==> config.mk <==
export PLATFORM = sky130hd
export DESIGN_NAME = muldiv_sequencer_flat
export DESIGN_NICKNAME = d
export VERILOG_FILES = /design/src/rtl/muldiv_pkg.sv /design/src/rtl/muldiv_sequencer_if.sv /design/src/rtl/muldiv_step.sv /design/src/rtl/muldiv_sequencer.sv /design/src/flat_wrapper.sv
export SDC_FILE = /design/constraint.sdc
export NUM_CORES = 1
export LEC_CHECK = 0
export CORE_AREA = 2 2 315 161
export DETAILED_ROUTE_END_ITERATION = 8
export DIE_AREA = 0 0 317 163
export GPL_TIMING_DRIVEN = 0
export PLACE_DENSITY_LB_ADDON = 0.08
export SLEW_MARGIN = 20
export SYNTH_ARGS = -nofsm -noshare
export SYNTH_HDL_FRONTEND = slang
export SYNTH_SLANG_ARGS = --single-unit
==> constraint.sdc <==
create_clock -name clk -period 5 [get_ports clk]
set_input_delay 0.5 -clock clk [delete_from_list [all_inputs] [get_ports clk]]
set_output_delay 0.5 -clock clk [all_outputs]
set_load 0.01 [all_outputs]
==> src/rtl/muldiv_pkg.sv <==
// Shared definitions for the iterative multiply/divide sequencer:
// op encoding, FSM state type and the conditional two's-complement helper.
package muldiv_pkg;

    localparam logic [1:0] OP_MULT  = 2'b00;
    localparam logic [1:0] OP_MULTU = 2'b01;
    localparam logic [1:0] OP_DIV   = 2'b10;
    localparam logic [1:0] OP_DIVU  = 2'b11;

    // Widest value the helper handles; covers a 2*WIDTH product up to WIDTH=64.
    localparam int unsigned MAXW = 128;

    typedef enum logic [1:0] {
        IDLE,
        BUSY,
        DONE
    } state_t;

    // Two's-complement negate when neg is set; with neg = sign bit this is |v|.
    function automatic logic [MAXW-1:0] abs_val(input logic [MAXW-1:0] v, input logic neg);
        return neg ? (~v + MAXW'(1)) : v;
    endfunction

endpackage

==> src/rtl/muldiv_sequencer_if.sv <==
// Execute-stage <-> multiply/divide sequencer bundle; master is the pipeline side.
interface muldiv_sequencer_if #(
    parameter int unsigned WIDTH = 32
);
    logic             start;
    logic [1:0]       op;
    logic [WIDTH-1:0] operand_a;
    logic [WIDTH-1:0] operand_b;
    logic             flush;
    logic             stall;
    logic             busy;
    logic             done;
    logic             div_by_zero;
    logic [WIDTH-1:0] hi;
    logic [WIDTH-1:0] lo;

    modport master (
        output start, op, operand_a, operand_b, flush,
        input  stall, busy, done, div_by_zero, hi, lo
    );

    modport slave (
        input  start, op, operand_a, operand_b, flush,
        output stall, busy, done, div_by_zero, hi, lo
    );
endinterface

==> src/rtl/muldiv_step.sv <==
// One combinational iteration: shift-add multiply step or restoring divide step
// over a 2*WIDTH accumulator.
module muldiv_step #(
    parameter int unsigned WIDTH = 32
) (
    input  logic               div,
    input  logic [2*WIDTH-1:0] acc,
    input  logic [WIDTH-1:0]   mag,
    output logic [2*WIDTH-1:0] acc_next,
    output logic               qbit
);
    logic [WIDTH:0] sum;
    logic [WIDTH:0] rem_sh;
    logic [WIDTH:0] diff;

    always_comb begin
        sum      = {1'b0, acc[2*WIDTH-1:WIDTH]} + (acc[0] ? {1'b0, mag} : '0);
        rem_sh   = acc[2*WIDTH-1:WIDTH-1];
        diff     = rem_sh - {1'b0, mag};
        acc_next = {sum, acc[WIDTH-1:1]};
        qbit     = 1'b0;
        if (div) begin
            // rem_sh < 2*mag, so diff[WIDTH] is exactly the borrow.
            qbit     = ~diff[WIDTH];
            acc_next = {(qbit ? diff[WIDTH-1:0] : rem_sh[WIDTH-1:0]), acc[WIDTH-2:0], 1'b0};
        end
    end

endmodule

==> src/rtl/muldiv_sequencer.sv <==
// Iterative MULT/MULTU/DIV/DIVU controller writing HI/LO; one step per cycle.
// Optional MULDIV_EARLY_OUT_EN: multiply finishes once the multiplier bits run out.
module muldiv_sequencer
    import muldiv_pkg::*;
#(
    parameter int unsigned WIDTH = 32
) (
    input  logic              clk,
    input  logic              reset,
    muldiv_sequencer_if.slave bus
);
    localparam int unsigned CW = $clog2(WIDTH);

    state_t             state, state_next;
    logic [CW-1:0]      count;
    logic [2*WIDTH-1:0] acc, acc_step, acc_adv, acc_fin, prod;
    logic [WIDTH-1:0]   mag, hi_r, lo_r, fix_hi, fix_lo, mag_a, mag_b;
    logic               is_div, neg_prod, neg_rem, dz, dz_flag, qbit;
    logic               start_ok, op_signed, a_neg, b_neg, b_zero, last, early;

    assign start_ok  = bus.start && !bus.flush && (state != BUSY);
    assign op_signed = !bus.op[0];
    assign a_neg     = op_signed && bus.operand_a[WIDTH-1];
    assign b_neg     = op_signed && bus.operand_b[WIDTH-1];
    assign mag_a     = WIDTH'(abs_val(MAXW'(bus.operand_a), a_neg));
    assign mag_b     = WIDTH'(abs_val(MAXW'(bus.operand_b), b_neg));
    assign b_zero    = bus.op[1] && (bus.operand_b == '0);

    muldiv_step #(
        .WIDTH(WIDTH)
    ) u_step (
        .div     (is_div),
        .acc     (acc),
        .mag     (mag),
        .acc_next(acc_step),
        .qbit    (qbit)
    );

    // Divide leaves bit 0 clear for the quotient bit; multiply reports qbit=0.
    assign acc_adv = {acc_step[2*WIDTH-1:1], acc_step[0] | qbit};

`ifdef MULDIV_EARLY_OUT_EN
    logic [CW-1:0]    remain;
    logic [WIDTH-1:0] mask;

    always_comb begin
        remain  = CW'(WIDTH - 1) - count;
        mask    = (WIDTH'(1) << remain) - WIDTH'(1);
        early   = !is_div && ((acc_adv[WIDTH-1:0] & mask) == '0);
        acc_fin = is_div ? acc_adv : (acc_adv >> remain);
    end
`else
    assign early   = 1'b0;
    assign acc_fin = acc_adv;
`endif

    assign last = (count == CW'(WIDTH - 1)) || early;

    always_comb begin
        prod   = (2*WIDTH)'(abs_val(MAXW'(acc_fin), neg_prod));
        fix_hi = prod[2*WIDTH-1:WIDTH];
        fix_lo = prod[WIDTH-1:0];
        if (is_div) begin
            fix_lo = WIDTH'(abs_val(MAXW'(acc_fin[WIDTH-1:0]), neg_prod));
            fix_hi = WIDTH'(abs_val(MAXW'(acc_fin[2*WIDTH-1:WIDTH]), neg_rem));
        end
    end

    always_comb begin
        state_next = state;
        unique case (state)
            IDLE: if (start_ok) state_next = BUSY;
            BUSY: begin
                if (bus.flush) begin
                    state_next = IDLE;
                end else if (dz || last) begin
                    state_next = DONE;
                end
            end
            DONE:    state_next = start_ok ? BUSY : IDLE;
            default: state_next = IDLE;
        endcase
    end

    always_ff @(posedge clk) begin
        if (reset) begin
            state    <= IDLE;
            count    <= '0;
            acc      <= '0;
            mag      <= '0;
            is_div   <= 1'b0;
            neg_prod <= 1'b0;
            neg_rem  <= 1'b0;
            dz       <= 1'b0;
            dz_flag  <= 1'b0;
            hi_r     <= '0;
            lo_r     <= '0;
        end else begin
            state   <= state_next;
            dz_flag <= 1'b0;
            if (start_ok) begin
                count    <= '0;
                is_div   <= bus.op[1];
                neg_prod <= a_neg ^ b_neg;
                neg_rem  <= a_neg && bus.op[1];
                dz       <= b_zero;
                if (b_zero) begin
                    // Result is fixed up front: HI = raw dividend, LO = all ones.
                    acc <= {bus.operand_a, {WIDTH{1'b1}}};
                    mag <= '0;
                end else if (bus.op[1]) begin
                    acc <= {{WIDTH{1'b0}}, mag_a};
                    mag <= mag_b;
                end else begin
                    acc <= {{WIDTH{1'b0}}, mag_b};
                    mag <= mag_a;
                end
            end else if (state == BUSY && !bus.flush) begin
                if (dz) begin
                    hi_r    <= acc[2*WIDTH-1:WIDTH];
                    lo_r    <= acc[WIDTH-1:0];
                    dz_flag <= 1'b1;
                end else if (last) begin
                    hi_r <= fix_hi;
                    lo_r <= fix_lo;
                end else begin
                    acc   <= acc_adv;
                    count <= count + CW'(1);
                end
            end
        end
    end

    assign bus.busy        = (state == BUSY);
    assign bus.done        = (state == DONE);
    assign bus.stall       = bus.start | (state == BUSY);
    assign bus.div_by_zero = dz_flag;
    assign bus.hi          = hi_r;
    assign bus.lo          = lo_r;

endmodule

==> src/flat_wrapper.sv <==
// flat-port wrapper written by rule: the top's interface ports become plain ports
module muldiv_sequencer_flat import muldiv_pkg::*;
#(
    parameter int unsigned WIDTH = 32
)
  (clk, reset, bus_start, bus_op, bus_operand_a, bus_operand_b, bus_flush, bus_stall, bus_busy, bus_done, bus_div_by_zero, bus_hi, bus_lo);
  muldiv_sequencer_if #(.WIDTH(WIDTH)) bus_i ();
  input  logic clk;
  input  logic reset;
  input wire logic [$bits(bus_i.start)-1:0] bus_start;
  input wire logic [$bits(bus_i.op)-1:0] bus_op;
  input wire logic [$bits(bus_i.operand_a)-1:0] bus_operand_a;
  input wire logic [$bits(bus_i.operand_b)-1:0] bus_operand_b;
  input wire logic [$bits(bus_i.flush)-1:0] bus_flush;
  output wire logic [$bits(bus_i.stall)-1:0] bus_stall;
  output wire logic [$bits(bus_i.busy)-1:0] bus_busy;
  output wire logic [$bits(bus_i.done)-1:0] bus_done;
  output wire logic [$bits(bus_i.div_by_zero)-1:0] bus_div_by_zero;
  output wire logic [$bits(bus_i.hi)-1:0] bus_hi;
  output wire logic [$bits(bus_i.lo)-1:0] bus_lo;
  assign bus_i.start = bus_start;
  assign bus_i.op = bus_op;
  assign bus_i.operand_a = bus_operand_a;
  assign bus_i.operand_b = bus_operand_b;
  assign bus_i.flush = bus_flush;
  assign bus_stall = bus_i.stall;
  assign bus_busy = bus_i.busy;
  assign bus_done = bus_i.done;
  assign bus_div_by_zero = bus_i.div_by_zero;
  assign bus_hi = bus_i.hi;
  assign bus_lo = bus_i.lo;
  muldiv_sequencer #(.WIDTH(WIDTH)) u_core (.clk(clk), .reset(reset), .bus(bus_i));
endmodule
### Word level (Yosys, flattened, before mapping)

Index checks and enable logic that the tools add are counted.

* output and inout port bits: 68
* register bits: 172
* input bits: 70

* mux-type cells: 29
* eq/ne operators: 8
* bitwise gates (word level): 13
* reductions and logical operators: 20
* add/sub/neg operators: 8

Operator list (number)
* two-way mux 32 bit: 15
* two-way mux 64 bit: 7
* adder 32 x 1 -> 32 bit (second input constant): 4
* NOT 32 bit: 4
* adder 64 x 1 -> 64 bit (second input constant): 1
* NOT 64 bit: 1
* adder 32 x 33 -> 33 bit: 1
* subtractor 33 x 32 -> 33 bit: 1
* zero test 32 bit: 1
* AND reduction 3 bit: 3
* logical AND 1 bit: 7
* two-way mux 2 bit: 3
* inequality test 2 x 1 -> 1 bit (second input constant): 3
* one-hot mux 2 bit (3 select lines): 1
* adder 5 x 1 -> 5 bit (second input constant): 1
* == test 5 bit (second input constant): 1
* NOT 1 bit: 5
* nonzero test 2 bit: 2
* two-way mux 1 bit: 3
* inequality test 3 x 2 -> 1 bit (second input constant): 1
* OR reduction 3 bit: 1
* == test 2 x 1 -> 1 bit (second input constant): 1
* == test 2 bit (second input constant): 1
* zero test 1 bit: 2
* 7 further kinds: 8

### Longest topological paths before layout

* word-level depth: 10
* depth in mapped cells: 22
* depth with buffers taken out: 21

### Cells and area by module

From an unflattened synthesis, not the netlist that was laid out.

* cell total of the unflattened synthesis: 2137
* area, all modules: 15557.4 um2

By module, submodules not included
* muldiv_sequencer: cells an instance 1452, times used 1, seq. area each 3443.3 um2, area an instance 10876.7 um2
* muldiv_step: cells an instance 685, times used 1, seq. area each 0.0 um2, area an instance 4680.7 um2

### Least setup slack after synthesis

No wires, ideal clock.

* path kind: register to register
* from: register u_core.acc[31]
* to: register u_core.hi_r[28], in the netlist u_core.bus.hi[28]
* data arrival time: 4.624 ns
* setup slack: 0.245 ns
* stages on the path, launching flop included: 23
* required time: 4.869 ns
* buffers on the path: 1
* library setup time: 0.131 ns
* cells stage by stage: dfxtp_1 inv_1 ha_1 fa_1 nand2b_1 a211oi_4 o21ai_4 a31o_2 o211ai_4 buf_4 nor2_1 a21oi_1 ha_1 nand2_1 or3_1 or2_2 nor2_1 nor2_1 nand2_1 nand3_1 o41ai_1 xor2_1 o22ai_1

* longest elaborated chain between the ends: 10
* elaborated cells on any way between the ends: 15
* classes of those cells: add/sub (3); mux (8); bitwise (4)

RTL lines
* from (decl): line muldiv_sequencer.sv:16 `logic [2*WIDTH-1:0] acc, acc_step, acc_adv, acc_fin, prod;`
* from (signal assigned): line muldiv_sequencer.sv:109 `acc <= {bus.operand_a, {WIDTH{1'b1}}};`
* from (signal assigned): line muldiv_sequencer.sv:112 `acc <= {{WIDTH{1'b0}}, mag_a};`
* from (signal assigned): line muldiv_sequencer.sv:115 `acc <= {{WIDTH{1'b0}}, mag_b};`
* subtractor 33 x 32 -> 33 bit: line muldiv_step.sv:19 `diff = rem_sh - {1'b0, mag};`
* NOT 1 bit: line muldiv_step.sv:24 `qbit = ~diff[WIDTH];`
* two-way mux 1 bit: line muldiv_step.sv:22 `if (div) begin`
* OR 1 bit: line muldiv_sequencer.sv:40 `assign acc_adv = {acc_step[2*WIDTH-1:1], acc_step[0] | qbit};`
* NOT 64 bit: line muldiv_pkg.sv:21 `return neg ? (~v + MAXW'(1)) : v;`
* adder 64 x 1 -> 64 bit: line muldiv_pkg.sv:21
* two-way mux 64 bit: line muldiv_pkg.sv:21
* two-way mux 32 bit (*): line muldiv_sequencer.sv:63 `if (is_div) begin`
* two-way mux 32 bit (*): line muldiv_sequencer.sv:123 `end else if (last) begin`
* two-way mux 32 bit (*): line muldiv_sequencer.sv:119 `if (dz) begin`
* to (signal assigned): line muldiv_sequencer.sv:120 `hi_r <= acc[2*WIDTH-1:WIDTH];`
* to (signal assigned): line muldiv_sequencer.sv:124 `hi_r <= fix_hi;`
* to (decl): line muldiv_sequencer.sv:17 `logic [WIDTH-1:0] mag, hi_r, lo_r, fix_hi, fix_lo, mag_a, mag_b;`

Every way passes the cells marked *; elsewhere a longest branch is shown, timed or not. The select of a mux whose other input is x is not followed.
A chain may end at the register's enable or synchronous reset.

### Worst setup path after layout

* from: register u_core.is_div
* to: register u_core.lo_r[18], in the netlist u_core.bus.lo[18]

* longest elaborated chain between the ends: 8
* elaborated cells on any way between the ends: 12
* classes of those cells: add/sub (2); mux (7); bitwise (3)

RTL lines
* from (decl): line muldiv_sequencer.sv:18 `logic is_div, neg_prod, neg_rem, dz, dz_flag, qbit;`
* from (signal assigned): line muldiv_sequencer.sv:103 `is_div <= bus.op[1];`
* two-way mux 64 bit / two-way mux 1 bit (equally long branches): line muldiv_step.sv:22
* OR 1 bit: line muldiv_sequencer.sv:40
* NOT 64 bit / NOT 32 bit (equally long branches): line muldiv_pkg.sv:21
* adder 64 x 1 -> 64 bit / adder 32 x 1 -> 32 bit (equally long branches): line muldiv_pkg.sv:21
* two-way mux 64 bit / two-way mux 32 bit (equally long branches): line muldiv_pkg.sv:21
* two-way mux 32 bit (*): line muldiv_sequencer.sv:63
* two-way mux 32 bit (*): line muldiv_sequencer.sv:123
* two-way mux 32 bit (*): line muldiv_sequencer.sv:119
* to (signal assigned): line muldiv_sequencer.sv:121 `lo_r <= acc[WIDTH-1:0];`
* to (signal assigned): line muldiv_sequencer.sv:125 `lo_r <= fix_lo;`
* to (decl): line muldiv_sequencer.sv:17

Marks and branches as above.

==> metrics.txt <==
final core utilization 40.24%; final setup fails 4; CP endpoint kind flip-flop; # rows 58; Core Area 49270 µm²; Crit path top cell by count buf_6; final worst-path cycle share 101.1%; Post-route DRC 0; total number of vias 19740; EDFF count, synth 0; drt wl/cell 32.22 µm; Placed Cells 3039; Detailed Route WL 100200 µm; Die X 317 µm; clock root cell clkbuf_16; min cycle time layout 5.053 ns; fin cells 3111; commonest non-fill, non-tap cells in the layout nand2_1 (254), nor2_1 (232), a21oi_1 (189); Primary FF master, synth dfxtp_1; drt first-iter violations 3192; Starting Density 32.46%; Die Y 163 µm; Critical Path AT 5.45 ns; async set-reset flop share out of synthesis 0%; Net count, final 2579; Top delay family on crit path buffers and inverters; max cap viols 0; Cells after Synth 2243; kind of critical path flip-flop to flip-flop; Clk pin slew, worst setup/hold paths 0.08 ns; Post-CTS Hold Fix Bufs 0; fmax 197.9 MHz; CTS tree yes; grt ovf 0; critical path data required time 5.40 ns; Critical Path Start Type flip-flop; Worst Hold Class flip-flop to flip-flop; status finished, violations left; slew at the pin closest to its max-slew limit 1.225 ns; crit-path cells buf_6, buf_6, buf_6, buf_6, clkbuf_8, buf_2, clkbuf_2, clkbuf_2, mux2i_1, xor2_1, o21ai_2, nand2_1, a21oi_1; CP max FO 10; gr usage total 38.13%; Max clock buf depth 2; Yosys warning count 0; Worst Path Buf+Inv 8; number of library cell types mapped by synthesis 91; Num CTS Buffers 17; Seq/Total Area, Yosys 21.53%; Mapped Area 15990 µm²; most common cell after layout, fill and taps aside nand2_1; largest net degree at the start of global routing 19; Slew Viols, Final 0; Mean Syn Cell Area 7.131 µm²; Layout fillers 5164; worst rel slew slack 18.34%; DP Wirelength 81480 µm; Area Overhead vs Synth 23.97%; vias in the first global route 17432; # port buffers 135; first-pass GRT wire length 137400 µm; CP max stage delay 0.80 ns; Yosys reg bits 172; violated checks setup timing; slowest cell on the critical path mux2i_1; Syn Nets 2385; CTS sink count 172; initial antenna violation count 10; peak supply drop 243.4 µV; via density per instance 6.345; TritonRoute pass-1 iters 6; Worst-Skew Late Latency 0.49 ns; power per standard cell area 283.9 nW/µm²; Final GP Congestion 1.030; die area 51670 µm²; share of post-route cells with drive strength above 1 11.27%; I/O Pins 138; PnR worst setup slack -0.05306 ns; leak pwr 7.150 nW; skew final 0.01860 ns; count of final hold-check violations 0; Routed Antenna Nets 0; CTS H-tree lvls 4
what timing repair did:
action | in CTS | in global routing
hold endpoints to repair | 0 | 0
pin swaps | 15 | 16
setup endpoints to repair | 83 | 52
buffers inserted | 20 | 23
gates resized for setup | 110 | 84
flip-flops by register name, summed over array words and instances, names as in the netlist:
signal,flops
u_core.acc,64
u_core.bus.div_by_zero,1
u_core.bus.hi,32
u_core.bus.lo,32
u_core.count,5
u_core.dz,1
u_core.is_div,1
u_core.mag,32
u_core.neg_prod,1
u_core.neg_rem,1
u_core.state,2
cell usage after synthesis, types with 6 or more instances:
cell type	count	share of area, %
a2111oi_0	7	0.38
a211oi_1	28	1.3
a21o_1	22	1.0
a21oi_1	198	6.2
a221oi_1	39	2.1
a311oi_1	7	0.38
a31o_2	6	0.33
a31oi_1	30	1.2
and2_1	42	1.6
and3_1	16	0.63
buf_1	12	0.28
buf_2	7	0.22
clkbuf_1	122	2.9
dfxtp_1	172	22
ha_1	70	5.5
inv_1	62	1.5
mux2_2	26	1.8
mux2i_1	32	2.0
nand2_1	259	6.1
nand2b_1	20	0.78
nand3_1	29	0.91
nand4_1	24	0.94
nor2_1	236	5.5
nor2b_1	9	0.35
nor3_1	87	2.7
nor3b_1	8	0.38
nor4_1	18	0.70
o211ai_1	48	2.3
o21a_1	21	0.99
o21ai_0	193	6.0
o21bai_1	7	0.33
o221ai_1	28	1.5
o22ai_1	7	0.27
o31ai_1	25	1.2
o32ai_1	10	0.55
o41ai_1	13	0.71
or2_2	12	0.47
or3_1	27	1.1
or3b_2	6	0.33
or4_1	10	0.47
xnor2_1	72	3.9
xor2_1	83	4.5
worst min-delay path, cell delays in order (launching register included):
cell and delay [ns]:
dfxtp_1 0.31, nand2_1 0.05, a21oi_1 0.05
metrics by stage:
step | hold WS, ns | TNS [ns] | area [µm²] | setup WS (ns) | power [mW]
after floorplan | 0.4403 | 0 | 15990 | 0.2450 | 2.799
after global placement | 0.4438 | -160.56 | 18170 | -3.634 | 3.734
after detailed placement | 0.4464 | -116.46 | 18210 | -3.072 | 3.737
after CTS | 0.4572 | 0 | 19350 | 0.007872 | 5.360
after global routing | 0.4846 | -0.04210 | 19830 | -0.03791 | 5.776
final | 0.4557 | -0.08976 | 19830 | -0.05306 | 5.629
metal layers:
metal / track usage [%] / share of wire [%]
met5: 0 / 0.065
met2: 43.78 / 33
met4: 8.105 / 1.9
met3: 18.00 / 17
met1: 59.94 / 48
cell type report:
class	count	area, µm²	area share, %
antenna	1	2.502	0.01262
buffer	140	649.4	3.275
clock buffer	17	425.4	2.146
clock inverter	15	140.1	0.7068
inverter	64	244.0	1.231
multi-input combinational	1863	12380	62.42
sequential	172	3475	17.52
tap	660	825.8	4.165
timing repair buffer	179	1689	8.519
worst paths after layout:
path / from / end / slack (ns) / cells past startpoint
worst max-delay path: u_core.is_div / u_core.bus.lo[18] / -0.05 / 13
worst min-delay path: u_core.bus.hi[3] / u_core.bus.hi[3] / 0.46 / 2
worst max register to register: u_core.is_div / u_core.bus.lo[18] / -0.05 / 13
worst min register to register: u_core.bus.hi[3] / u_core.bus.hi[3] / 0.46 / 2
logic make-up (layout without fill, tap and decap cells):
kind of cell | Yosys count | in the layout | share of synthesized area (%)
buffers and inverters | 208 | 415 | 5.007
AND/OR/NAND/NOR | 826 | 826 | 24.50
flip-flops | 172 | 172 | 21.53
XOR/XNOR | 155 | 155 | 8.488
adder cells (fa/ha/maj) | 72 | 72 | 5.726
other | 0 | 1 | 0
AO/OA/AOI/OAI | 752 | 752 | 30.92
multiplexers | 58 | 58 | 3.833
where the power goes:
part | internal (mW) | total (mW) | switching [mW]
Sequential | 1.42 | 1.51 | 0.0906
Clock | 0.668 | 1.46 | 0.796
Combinational | 0.856 | 2.66 | 1.80
(Power assumes the default switching activity.)
